[src/rtl/sprite_pkg.sv]
// Shared types and constants for the sprite mover: key codes, axis state and default screen bounds.
package sprite_pkg;

  typedef enum logic [1:0] {
    STOP = 2'd0,
    POS  = 2'd1,
    NEG  = 2'd2
  } dir_t;

  localparam logic [7:0] KEY_UP    = 8'h1A;
  localparam logic [7:0] KEY_DOWN  = 8'h16;
  localparam logic [7:0] KEY_LEFT  = 8'h04;
  localparam logic [7:0] KEY_RIGHT = 8'h07;

  localparam int W_DEF        = 10;
  localparam int X_MIN_DEF    = 0;
  localparam int X_MAX_DEF    = 639;
  localparam int Y_MIN_DEF    = 0;
  localparam int Y_MAX_DEF    = 479;
  localparam int X_CENTER_DEF = 320;
  localparam int Y_CENTER_DEF = 240;
  localparam int SIZE_DEF     = 16;
  localparam int STEP_DEF     = 2;

  // A key is pressed if either of the two concurrent key bytes carries its code.
  function automatic logic key_hit(input logic [15:0] kc, input logic [7:0] code);
    return (kc[7:0] == code) || (kc[15:8] == code);
  endfunction

endpackage

[src/rtl/sprite_axis.sv]
// One motion axis: STOP/POS/NEG state, step, clamp to [MIN, MAX-SIZE] and clamp flag.
// Define SPRITE_MOVER_BOUNCE_EN to reverse direction at a clamp with no key held; otherwise the axis stops.
module sprite_axis
  import sprite_pkg::*;
#(
  parameter int W      = W_DEF,
  parameter int MIN    = X_MIN_DEF,
  parameter int MAX    = X_MAX_DEF,
  parameter int CENTER = X_CENTER_DEF,
  parameter int SIZE   = SIZE_DEF,
  parameter int STEP   = STEP_DEF
) (
  input  logic         frame_clk,
  input  logic         Reset,
  input  logic         req_pos,
  input  logic         req_neg,
  input  logic         hold_mode,
  output logic [W-1:0] pos,
  output dir_t         dir,
  output logic         hit
);

  localparam int HI = MAX - SIZE;
  localparam logic signed [W:0] LO_S   = $signed((W+1)'(MIN));
  localparam logic signed [W:0] HI_S   = $signed((W+1)'(HI));
  localparam logic signed [W:0] STEP_S = $signed((W+1)'(STEP));

  if (!(MIN < HI)) begin : g_bad_range
    $error("sprite_axis: MIN must be below MAX-SIZE");
  end
  if (STEP < 1 || STEP > HI - MIN) begin : g_bad_step
    $error("sprite_axis: STEP must lie in 1..MAX-SIZE-MIN");
  end
  if (CENTER < MIN || CENTER > HI) begin : g_bad_center
    $error("sprite_axis: CENTER must lie in [MIN, MAX-SIZE]");
  end
  if (HI + STEP >= 2**W) begin : g_bad_width
    $error("sprite_axis: W too narrow for MAX-SIZE+STEP");
  end

  // Saturate a signed candidate position onto the legal range.
  function automatic logic [W-1:0] sat_pos(input logic signed [W:0] v);
    if (v < LO_S)      return LO_S[W-1:0];
    else if (v > HI_S) return HI_S[W-1:0];
    else               return v[W-1:0];
  endfunction

  dir_t                dir_m;
  dir_t                dir_n;
  logic signed [W:0]   motion;
  logic signed [W:0]   sum;
  logic                clamp;
  logic        [W-1:0] pos_n;

  always_comb begin
    dir_m = STOP;
    if (req_pos)        dir_m = POS;
    else if (req_neg)   dir_m = NEG;
    else if (hold_mode) dir_m = dir;

    // Position follows the state chosen on this same edge, so a key moves the sprite immediately.
    case (dir_m)
      POS:     motion = STEP_S;
      NEG:     motion = -STEP_S;
      default: motion = '0;
    endcase

    sum   = $signed({1'b0, pos}) + motion;
    clamp = (sum < LO_S) || (sum > HI_S);
    pos_n = sat_pos(sum);

    dir_n = dir_m;
    if (clamp && !req_pos && !req_neg) begin
`ifdef SPRITE_MOVER_BOUNCE_EN
      dir_n = (dir_m == POS) ? NEG : POS;
`else
      dir_n = STOP;
`endif
    end
  end

  always_ff @(posedge frame_clk) begin
    if (Reset) begin
      pos <= W'(CENTER);
      dir <= STOP;
      hit <= 1'b0;
    end else begin
      pos <= pos_n;
      dir <= dir_n;
      hit <= clamp;
    end
  end

endmodule

[src/rtl/sprite_mover.sv]
// Keyboard-driven sprite: decodes two key bytes into per-axis requests and drives an X and a Y axis.
// Define SPRITE_MOVER_BOUNCE_EN to make the sprite bounce off screen edges when no key steers it.
module sprite_mover
  import sprite_pkg::*;
#(
  parameter int W        = W_DEF,
  parameter int X_MIN    = X_MIN_DEF,
  parameter int X_MAX    = X_MAX_DEF,
  parameter int Y_MIN    = Y_MIN_DEF,
  parameter int Y_MAX    = Y_MAX_DEF,
  parameter int X_CENTER = X_CENTER_DEF,
  parameter int Y_CENTER = Y_CENTER_DEF,
  parameter int SIZE     = SIZE_DEF,
  parameter int STEP     = STEP_DEF
) (
  input  logic         frame_clk,
  input  logic         Reset,
  input  logic [15:0]  keycode,
  input  logic         hold_mode,
  output logic [W-1:0] pos_x,
  output logic [W-1:0] pos_y,
  output logic [1:0]   dir_x,
  output logic [1:0]   dir_y,
  output logic         edge_hit
);

  logic key_up;
  logic key_down;
  logic key_left;
  logic key_right;
  dir_t dir_x_s;
  dir_t dir_y_s;
  logic hit_x;
  logic hit_y;

  // Opposing keys on one axis cancel each other.
  assign key_up    = key_hit(keycode, KEY_UP);
  assign key_down  = key_hit(keycode, KEY_DOWN);
  assign key_left  = key_hit(keycode, KEY_LEFT);
  assign key_right = key_hit(keycode, KEY_RIGHT);

  sprite_axis #(
    .W(W), .MIN(X_MIN), .MAX(X_MAX), .CENTER(X_CENTER), .SIZE(SIZE), .STEP(STEP)
  ) u_axis_x (
    .frame_clk (frame_clk),
    .Reset     (Reset),
    .req_pos   (key_right && !key_left),
    .req_neg   (key_left && !key_right),
    .hold_mode (hold_mode),
    .pos       (pos_x),
    .dir       (dir_x_s),
    .hit       (hit_x)
  );

  sprite_axis #(
    .W(W), .MIN(Y_MIN), .MAX(Y_MAX), .CENTER(Y_CENTER), .SIZE(SIZE), .STEP(STEP)
  ) u_axis_y (
    .frame_clk (frame_clk),
    .Reset     (Reset),
    .req_pos   (key_down && !key_up),
    .req_neg   (key_up && !key_down),
    .hold_mode (hold_mode),
    .pos       (pos_y),
    .dir       (dir_y_s),
    .hit       (hit_y)
  );

  assign dir_x    = dir_x_s;
  assign dir_y    = dir_y_s;
  assign edge_hit = hit_x | hit_y;

endmodule
[config.mk]
export PLATFORM = sky130hd
export DESIGN_NAME = sprite_mover
export DESIGN_NICKNAME = d
export VERILOG_FILES = /design/src/rtl/sprite_pkg.sv /design/src/rtl/sprite_axis.sv /design/src/rtl/sprite_mover.sv
export SDC_FILE = /design/constraint.sdc
export NUM_CORES = 1
export LEC_CHECK = 0
export ABC_AREA = 1
export CORE_ASPECT_RATIO = 0.8
export CORE_MARGIN = 2
export CORE_UTILIZATION = 60
export CTS_CLUSTER_SIZE = 14
export DETAILED_ROUTE_END_ITERATION = 7
export DONT_BUFFER_PORTS = 1
export HOLD_SLACK_MARGIN = 0.12
export PLACE_DENSITY = 0.76
export REMOVE_ABC_BUFFERS = 1
export SYNTH_ARGS = -nofsm -noshare
export SYNTH_HDL_FRONTEND = slang
export SYNTH_SLANG_ARGS = --single-unit
[constraint.sdc]
create_clock -name frame_clk -period 3.8 [get_ports frame_clk]
set_input_delay 0.76 -clock frame_clk [delete_from_list [all_inputs] [get_ports frame_clk]]
set_output_delay 0.76 -clock frame_clk [all_outputs]
set_load 0.03 [all_outputs]
==> flow_metrics.py, run 1 <==
metrics = {
    "routing": {
        "vias": 2011,
        "wl_mm": 4.661,
        "drt_iter0_markers": 106,
        "ant_nets": 0,
        "wire_per_inst_um": 11.95,
        "drc_errors": 0,
        "viasPerCell": 5.156,
        "drt-pass1-iter-count": 5,
    },
    "global_route": {
        "grt_max_degree": 16,
        "antenna_found_initial": 0,
        "grt_pass1_wl_mm": 7.762,
        "overflow": 0,
        "grt.total_usage_pct": 23.85,
        "grt_pass1_vias": 1739,
    },
    "setup_path": {
        "r2r_cells": 18,
        "cp_slowest_cell": "fa_1",
        "worst_path_largest_cell_delay_ns": 0.40,
        "startpoint_type": "input port",
        "crit_path_end_kind": "flop",
        "worstPathRequired_ns": 3.98,
        "cp_cell_sequence": "inv_1 > or2_2 > o21ai_0 > nand2_1 > a31oi_1 > ha_1 > inv_1 > ha_1 > inv_1 > fa_1 > inv_1 > nand3_1 > nand3_1 > nand2_1 > nand3_1 > nand2_1 > nor2_1 > o21ai_2 > o21ai_0",
        "startpoint": "keycode[11]",
        "timing.rr.start": "u_axis_y.dir[1]",
        "worstReg2RegEnd": "u_axis_y.pos[4]",
        "worstPathMaxFanout": 5,
        "r2r_slack_ns": 0.89,
        "criticalPathCategory": "in -> reg",
        "critPathArrivalTime_ns": 3.65,
        "cp_common_cell": "inv_1",
    },
    "clock_tree": {
        "cts-root-buf": "clkbuf_8",
        "cts_buffer_depth": 2,
        "clk_pin_slew_ns": 0.09,
        "clk_latency_ns": 0.27,
        "htree_levels": 1,
        "cts_buffers": 3,
        "cts_tree": "yes",
        "cts.sinks": 26,
    },
    "floorplan": {
        "die_x_um": 70.79,
        "dieArea_um2": 4065,
        "chipHeight_um": 57.43,
        "fp.coreArea_um2": 3423,
        "start_util_pct": 62.54,
        "pin_count": 44,
        "fp-row-count": 19,
    },
    "power_and_ir_drop": {
        "clock_power_share_pct": 34.7,
        "peakVddDrop_mv": 0.2470,
        "pwr-share-seq_pct": 49.2,
        "power.leakage_uw": 0.001323,
        "combPwrFrac_pct": 16.1,
        "p_int_uw": 465.1,
        "switching_share_pct": 29.71,
        "p_per_area_nw_per_um2": 291.4,
        "p_sw_uw": 196.6,
    },
    "logic_synthesis": {
        "synth-seq-cells": 26,
        "synth_area_um2": 2141,
        "yosysTopAreaCell": "dfxtp_1",
        "syn_inst": 345,
        "netlist_top_cells_area": "dfxtp_1 (24%), nand2_1 (19%), ha_1 (12%)",
        "yosysWarnings": 0,
        "netlist-cell-type-count": 32,
        "syn_avg_cell_area_um2": 6.205,
        "synth_top_area_share_pct": 24.31,
        "ys_seq_area_share_pct": 24.31,
    },
    "sta": {
        "fin_crit_ns": 3.477,
        "rsz0062_at_grt": "false",
        "slew_viol_final": 0,
        "fin_tns_setup_ns": 0,
        "setup_viol": 0,
        "max_freq_mhz": 287.6,
        "min_period_over_period_pct": 91.50,
        "setup_slack_ns": 0.3229,
        "skew_ns": 0.006773,
        "finalHoldViolCount": 0,
    },
    "job": {
        "max_cap_viol_count": 0,
    },
    "final_layout": {
        "area_delta_synth_final_pct": 6.078,
        "drive_gt1_share_pct": 7.184,
        "fillers": 318,
        "nNetsFinal": 390,
        "n_antenna_cell": 0,
    },
    "hold_path": {
        "min_path_cells": 1,
        "hold_path_end": "u_axis_x.hit",
        "hp-class": "in -> reg",
        "hp-start": "Reset",
    },
    "placement": {
        "hpwlAfterDp_mm": 3.855,
        "place_congestion": 0.8701,
        "place_ws_ns": 0.06283,
        "portBuffers": 0,
    },
    "run_status": {
        "status": "finished clean",
    },
}
-- per-stage QoR --
stage               instances  area (um^2)  hold slack (ns)  util [%]  total power (uW)
floorplan                 342         2121           0.6028         -             413.7
global placement          386         2188           0.6170     63.93             435.2
detailed placement        386         2188           0.6212     63.93             435.8
CTS                       390         2260           0.5321     66.01             664.9
global route              390         2271           0.5303     66.34             694.5
finish                    390         2271           0.5397     66.34             661.8
-- repair_timing --
item	in CTS	in global routing
setup buffers	0	0
gates resized for setup	0	2
hold buffers	0	0
endpoints found under the setup margin	0	12
-- per-layer routing --
layer	track usage, %	vias to the layer above	wire length [um]
met4	3.504	0	18
met3	6.184	2	393
li1	-	1091	-
met2	33.11	74	1796
met1	37.55	844	2453
met5	0	-	0
-- worst max-delay path by stage --
stage	end	slack, ns	cells after the start
after floorplan	u_axis_x.pos[8]	0.45	22
after global placement	u_axis_x.pos[3]	0.08	20
after detailed placement	u_axis_y.pos[4]	0.06	19
after CTS	u_axis_y.pos[4]	0.32	19
after global routing	u_axis_y.pos[4]	0.02	19
final	u_axis_y.pos[4]	0.32	19
-- kinds of logic after synthesis --
family          synth area share (%)
compound gates                 8.124
xor+xnor                       1.637
fa+ha+maj                      13.56
buf+inv                        11.28
flops                          24.31
other cells                   0.1752
simple gates                   40.91
-- cell usage after synthesis, drive strengths merged --
master and number:
fa 2, dfxtp 26, a31oi 1, nor2 40, xor2 2, inv 59, conb 1, o21bai 1
nand3b 2, nor3 1, nand4 12, ha 20, o21ai 11, nand2 114, xnor2 2, o21a 3
nor4 1, buf 3, a21oi 15, nand3 25, and2 1, or2 3
-- power by group through the flow --
stage	logic (uW)	clock network, uW	registers, uW
after floorplan	85.1	0	329
after global placement	103	0	332
after detailed placement	104	0	332
after CTS	105	234	326
after global routing	120	247	328
final	107	229	326
-- cells in the final DEF, fill, tap and decap left out, types with 2 or more instances in the layout --
cell type and n:
xor2_1 2, ha_1 19, nand3_1 23, clkbuf_8 3
nand2_2 6, nand3b_1 2, xnor2_1 2, inv_1 56
a21oi_1 14, o21ai_0 9, or2_2 2, o21a_1 3
dfxtp_1 26, nand4_1 12, inv_2 3, nor2_1 39
nand2_1 107, buf_4 2, fa_1 2, nand3_2 2
-- critical path: cells and delay by family --
kind | cells | cell delay, ns
buf+inv | 4 | 0.26
fa+ha+maj | 3 | 0.87
simple gates | 8 | 1.01
compound gates | 4 | 0.76
-- layout make-up --
type	instances	area, um^2	share of cell area [%]
clock buffer	3	41.29	1.818
inverter	59	221.5	9.752
timing repair buffer	2	15.01	0.6612
tap	42	52.55	2.314
multi-input combinational	257	1390	61.21
sequential	26	520.5	22.92
clock inverter	1	30.03	1.322
-- sequential cells by signal, indices dropped and copies added, names as in the netlist --
signal,count
u_axis_x.hit,1
u_axis_y.pos,10
u_axis_y.hit,1
u_axis_x.dir,2
u_axis_y.dir,2
u_axis_x.pos,10
Note: power is estimated with default switching activity, not from simulation.
==> run 2, diff against run 1 <==
PLACE_DENSITY = 0.83   (was 0.76)
==> run 2 against run 1 <==
Against the previous run: clock power hardly changed; first-iteration DRC count is 30% higher; critical endpoint is now u_axis_x.pos[0]; largest power group unchanged; via count is 3.0% higher; total power is 0.11% higher; sequential power hardly changed; register-to-register slack better by 0.02 ns; critical path depth is 4 higher; sequential share of layout area is 0.076 points higher; clock-buffer cell count stayed put.
==> flow_metrics.py, run 2 (synthesis results as in run 1) <==
metrics = {
    "floorplan": {
        "fp.coreArea_um2": 3423,
        "pin_count": 44,
        "fp-row-count": 19,
        "dieArea_um2": 4065,
        "chipHeight_um": 57.43,
        "start_util_pct": 62.54,
        "die_x_um": 70.79,
    },
    "clock_tree": {
        "cts-root-buf": "clkbuf_8",
        "clk_latency_ns": 0.28,
        "cts.hold.buffers_added": 0,
        "htree_levels": 1,
        "cts-resized-gates": 0,
        "cts_buffers": 3,
        "clk_pin_slew_ns": 0.09,
        "cts_tree": "yes",
        "cts_buffer_depth": 2,
        "postCtsSetupBuffers": 0,
        "cts.sinks": 26,
    },
    "sta": {
        "rsz0062_at_grt": "false",
        "max_freq_mhz": 291.3,
        "fin_crit_ns": 3.433,
        "skew_ns": 0.01059,
        "finalHoldViolCount": 0,
        "min_period_over_period_pct": 90.35,
        "setup_viol": 0,
        "fin_tns_setup_ns": 0,
        "slew_viol_final": 0,
    },
    "placement": {
        "portBuffers": 0,
        "hpwlAfterDp_mm": 3.931,
        "place_congestion": 0.9295,
    },
    "setup_path": {
        "cp_cell_sequence": "inv_1 > nand2_1 > nor4_4 > nand2_1 > o21ai_0 > nand2_1 > nand2_1 > inv_1 > ha_2 > inv_1 > ha_1 > fa_1 > nand3_1 > nand2_1 > nand2_1 > nand2_1 > nand2_1 > nand2_1 > nor2_4 > nand2_4 > inv_2 > nor2_1 > nor2_1",
        "cp_num_buf_inv": 4,
        "startpoint_type": "input port",
        "worstPathMaxFanout": 7,
        "crit_path_end_kind": "flop",
        "worst_path_largest_cell_delay_ns": 0.43,
        "critPathArrivalTime_ns": 3.64,
        "criticalPathCategory": "in -> reg",
        "cp_common_cell": "nand2_1",
        "cp_slowest_cell": "fa_1",
        "worstPathRequired_ns": 4.01,
        "path_delay_family": "simple AND/OR/NAND/NOR gates",
    },
    "routing": {
        "vias": 2071,
        "wl_mm": 4.791,
        "wire_per_inst_um": 12.32,
        "viasPerCell": 5.324,
        "drt-pass1-iter-count": 4,
        "ant_nets": 0,
        "drt_iter0_markers": 138,
        "drc_errors": 0,
    },
    "final_layout": {
        "utilization_pct": 66.12,
        "area_delta_synth_final_pct": 5.728,
        "drive_gt1_share_pct": 6.916,
        "final_common_cell": "nand2_1",
        "n_antenna_cell": 0,
        "final_cell_mix": "nand2_1 (107), inv_1 (56), nor2_1 (39)",
        "nNetsFinal": 389,
        "reg.largest.list": "u_axis_x.pos x10, u_axis_y.pos x10",
    },
    "run_status": {
        "status": "finished clean",
    },
    "global_route": {
        "grt_pass1_wl_mm": 8.148,
        "antenna_found_initial": 0,
        "overflow": 0,
        "grt_pass1_vias": 1803,
        "grt.total_usage_pct": 25.04,
        "grt_max_degree": 16,
    },
    "hold_path": {
        "hp-class": "in -> reg",
    },
    "job": {
        "max_cap_viol_count": 0,
    },
    "power_and_ir_drop": {
        "peakVddDrop_mv": 0.3216,
        "p_per_area_nw_per_um2": 292.7,
        "power.leakage_uw": 0.001318,
    },
}
-- run 2: cell types whose count changed in the layout (fill, tap and decap cells not counted) --
cell,before,now
buf_4,2,1
o21ai_0,9,7
o21ai_1,1,3
-- run 2: cell type report --
| cell class | count | area [um^2] |
|---|---|---|
| multi-input cells | 257 | 1390 |
| fillers | 334 | 1160 |
| flip-flops and latches | 26 | 520.5 |
| inverters | 59 | 221.5 |
| well taps | 42 | 52.55 |
| clock buffers | 3 | 41.29 |
| clock inverters | 1 | 30.03 |
| repair buffers | 1 | 7.507 |
-- run 2: layer usage --
layer / GRT usage (%) / vias up / wire (um)
met5: 0 / - / 0
met4: 4.852 / 0 / 50
met3: 6.007 / 7 / 407
met2: 37.12 / 71 / 1931
met1: 37.35 / 901 / 2402
li1: - / 1092 / -
-- run 2: final timing paths --
kind	slack, ns	cells past startpoint	end	from
worst min register to register	0.63	2	u_axis_x.pos[0]	u_axis_x.pos[0]
worst max register to register	0.91	18	u_axis_y.pos[1]	u_axis_y.dir[1]
worst min-delay path	0.53	1	u_axis_x.hit	Reset
worst max-delay path	0.37	23	u_axis_x.pos[0]	keycode[3]
-- run 2: worst register-to-register path, delay by kind of cell (launching register included) --
| kind | cells | cell delay (ns) |
|---|---|---|
| DFF | 1 | 0.53 |
| and+or+nand+nor | 8 | 0.76 |
| xor gates and xnor gates | 1 | 0.16 |
| adders and majority gates | 3 | 0.82 |
| buffers and inverters | 5 | 0.37 |
| AOI/OAI and AO/OA | 1 | 0.16 |
-- run 2: power breakdown --
part | total [uW] | switching (uW) | internal, uW
clock | 230 | 89.2 | 141
sequential | 326 | 38.2 | 287
combinational | 107 | 69.6 | 37.0
-- run 2: metrics by stage --
step | total power (uW) | instances | instance area [um^2] | hold slack (ns) | setup WS, ns
global placement | 433.9 | 385 | 2181 | 0.6183 | 0.05392
CTS | 668.5 | 389 | 2252 | 0.5270 | 0.2941
floorplan | 413.7 | 342 | 2121 | 0.6028 | 0.4506
finish | 662.5 | 389 | 2263 | 0.5346 | 0.3667
global route | 696.8 | 389 | 2263 | 0.5151 | 0.009236
detailed placement | 435.5 | 385 | 2181 | 0.6182 | -0.007844
==> run 3, diff against run 2 <==
SYNTH_HIERARCHICAL = 1   (was not set)
==> run 3 against run 2 <==
Against the previous run: critical path depth is 6 lower; clock skew is 0.0093 ns lower; sequential power hardly changed; via count is 7.1% higher; synthesized area is 8.2% higher; final cell count is 9.5% higher; clock power hardly changed; non-clock buffer count is 1 lower; hold slack better by 0.011 ns; die area is 7.7% higher; register-to-register slack hardly changed; wire length is 1.6% higher; highest routed layer unchanged.
==> flow_metrics.py, run 3 <==
metrics = {
    "routing": {
        "viasPerCell": 5.209,
        "wire_per_inst_um": 11.42,
        "drt_iter0_markers": 157,
        "ant_nets": 0,
        "drc_errors": 0,
        "drt-pass1-iter-count": 5,
        "vias": 2219,
        "wl_mm": 4.866,
    },
    "hold_path": {
        "hold_path_end": "u_axis_x/hit",
        "min_path_cells": 1,
        "hp-start": "Reset",
        "hp-class": "in -> reg",
    },
    "global_route": {
        "grt.total_usage_pct": 23.61,
        "grt_max_degree": 16,
        "overflow": 0,
        "antenna_found_initial": 0,
        "grt_pass1_vias": 1952,
        "grt_pass1_wl_mm": 8.190,
    },
    "sta": {
        "max_freq_mhz": 303.6,
        "rsz0062_at_grt": "false",
        "setup_viol": 0,
        "slew_viol_final": 0,
        "min_period_over_period_pct": 86.68,
        "finalHoldViolCount": 0,
        "fin_crit_ns": 3.294,
        "setup_slack_ns": 0.5060,
        "skew_ns": 0.001326,
        "fin_tns_setup_ns": 0,
    },
    "logic_synthesis": {
        "synth_most_common_cell": "nand2_1",
        "yosysTopAreaCell": "dfxtp_1",
        "syn_inst": 380,
        "netlist-cell-type-count": 29,
        "synth_top_area_share_pct": 22.46,
        "synth_area_um2": 2317,
        "netlist_top_cells_count": "nand2_1 (113), inv_1 (63), nor2_1 (44)",
        "syn_avg_cell_area_um2": 6.098,
        "synth_edf_count": 0,
        "yosysWarnings": 6,
        "netlist_top_cells_area": "dfxtp_1 (22%), nand2_1 (18%), ha_1 (11%)",
        "synth-main-ff-cell": "dfxtp_1",
        "ys_seq_area_share_pct": 22.46,
        "synth-seq-cells": 26,
        "async_reset_ff_share_pct": 0,
    },
    "clock_tree": {
        "cts_tree": "yes",
        "cts_buffers": 3,
        "clk_latency_ns": 0.27,
        "cts-resized-gates": 0,
        "cts_buffer_depth": 2,
        "cts-root-buf": "clkbuf_8",
        "postCtsSetupBuffers": 0,
        "cts.sinks": 26,
        "htree_levels": 1,
        "cts.hold.buffers_added": 0,
        "clk_pin_slew_ns": 0.09,
    },
    "final_layout": {
        "final_common_cell": "nand2_1",
        "reg.largest.list": "u_axis_x/pos x10, u_axis_y/pos x10",
        "n_antenna_cell": 0,
        "drive_gt1_share_pct": 11.78,
        "multi_input_area_um2": 1508,
        "nNetsFinal": 424,
        "fillers": 362,
        "final_cell_mix": "nand2_1 (113), inv_1 (63), nor2_1 (44)",
        "seq_area_um2": 520.5,
        "area_delta_synth_final_pct": 4.806,
        "final_cell_count_no_fill": 426,
    },
    "run_status": {
        "status": "finished clean",
    },
    "placement": {
        "place_ws_ns": 0.2699,
        "portBuffers": 0,
        "hpwlAfterDp_mm": 4.021,
        "dp_cells": 422,
        "place_congestion": 0.9921,
    },
    "power_and_ir_drop": {
        "power.leakage_uw": 0.001366,
        "p_per_area_nw_per_um2": 280.0,
        "peakVddDrop_mv": 0.2350,
    },
    "setup_path": {
        "r2r_cells": 12,
        "criticalPathCategory": "in -> reg",
        "crit_path_end_kind": "flop",
        "startpoint_type": "input port",
        "worstReg2RegEnd": "u_axis_y/pos[8]",
        "worstPathMaxFanout": 11,
        "r2r_slack_ns": 0.90,
        "timing.rr.start": "u_axis_y/dir[1]",
        "worstPathRequired_ns": 3.97,
        "startpoint": "keycode[7]",
        "critPathArrivalTime_ns": 3.47,
    },
    "floorplan": {
        "dieArea_um2": 4378,
        "pin_count": 44,
        "fp.coreArea_um2": 3754,
        "start_util_pct": 61.73,
        "fp-row-count": 20,
        "die_x_um": 73.48,
        "chipHeight_um": 59.59,
    },
    "job": {
        "max_cap_viol_count": 0,
    },
}
[run 3: cell count changes after synthesis, sizes merged, moves of 3 or more]
cell and change:
o21a -3, inv +13, nand2 +13, nand3 -6, nor2 +16
[run 3: worst max-delay path: stages]
cell and delay, ns:
nor2_4 0.12, nand2_2 0.09, nor2_2 0.10, nor2_1 0.05, nor2_2 0.09, inv_1 0.06, a31oi_1 0.19, ha_1 0.49
ha_1 0.40, or2_4 0.27, nand2_2 0.07, xor2_1 0.18, nand2_1 0.12, nand4_2 0.14, nand2_2 0.11, o21ai_1 0.16
inv_1 0.05
[run 3: kinds of logic after synthesis]
logic type	synth area share [%]
AOI/OAI and AO/OA	7.452
xor gates and xnor gates	1.134
adders and majority gates	12.53
buffers and inverters	12.47
DFF	22.46
other	0.1618
and+or+nand+nor	43.79
[run 3: how the worst max path moves through the flow]
| stage | slack (ns) | end |
|---|---|---|
| after floorplan | 0.64 | u_axis_y/pos[0] |
| after global placement | 0.32 | u_axis_y/pos[8] |
| after detailed placement | 0.27 | u_axis_x/dir[1] |
| after CTS | 0.54 | u_axis_y/pos[8] |
| after global routing | 0.18 | u_axis_x/pos[3] |
| final | 0.51 | u_axis_y/pos[8] |
[run 3: power breakdown]
group	total (uW)	switching, uW	internal [uW]
Combinational	121	78.6	42.4
Clock	231	90.5	141
Sequential	328	39.7	288
[run 3: through the flow]
stage	area [um^2]	power (uW)	hold WS, ns	utilization, %
4_1_cts	2429	687.2	0.5377	64.70
6_report	2429	680.1	0.5454	64.70
2_1_floorplan	2302	428.5	0.5748	-
3_5_place_dp	2357	452.5	0.6105	62.80
3_3_place_gp	2357	449.7	0.6071	62.80
5_1_grt	2429	713.0	0.5404	64.70
[run 3: final cells by class]
| cell class | instances | area share, % |
|---|---|---|
| Multi-Input combinational cell | 279 | 62.08 |
| Sequential cell | 26 | 21.43 |
| Inverter | 73 | 11.28 |
| Tap cell | 44 | 2.267 |
| Clock buffer | 3 | 1.700 |
| Clock inverter | 1 | 1.236 |
[run 3: routing by layer]
layer	track usage [%]	part of all wire, %	wire length (um)	up-vias
li1	-	-	-	1179
met5	0	0	0	-
met3	5.782	7.9	385	2
met4	2.597	0.51	25	0
met2	37.12	42	2043	68
met1	33.89	50	2411	970
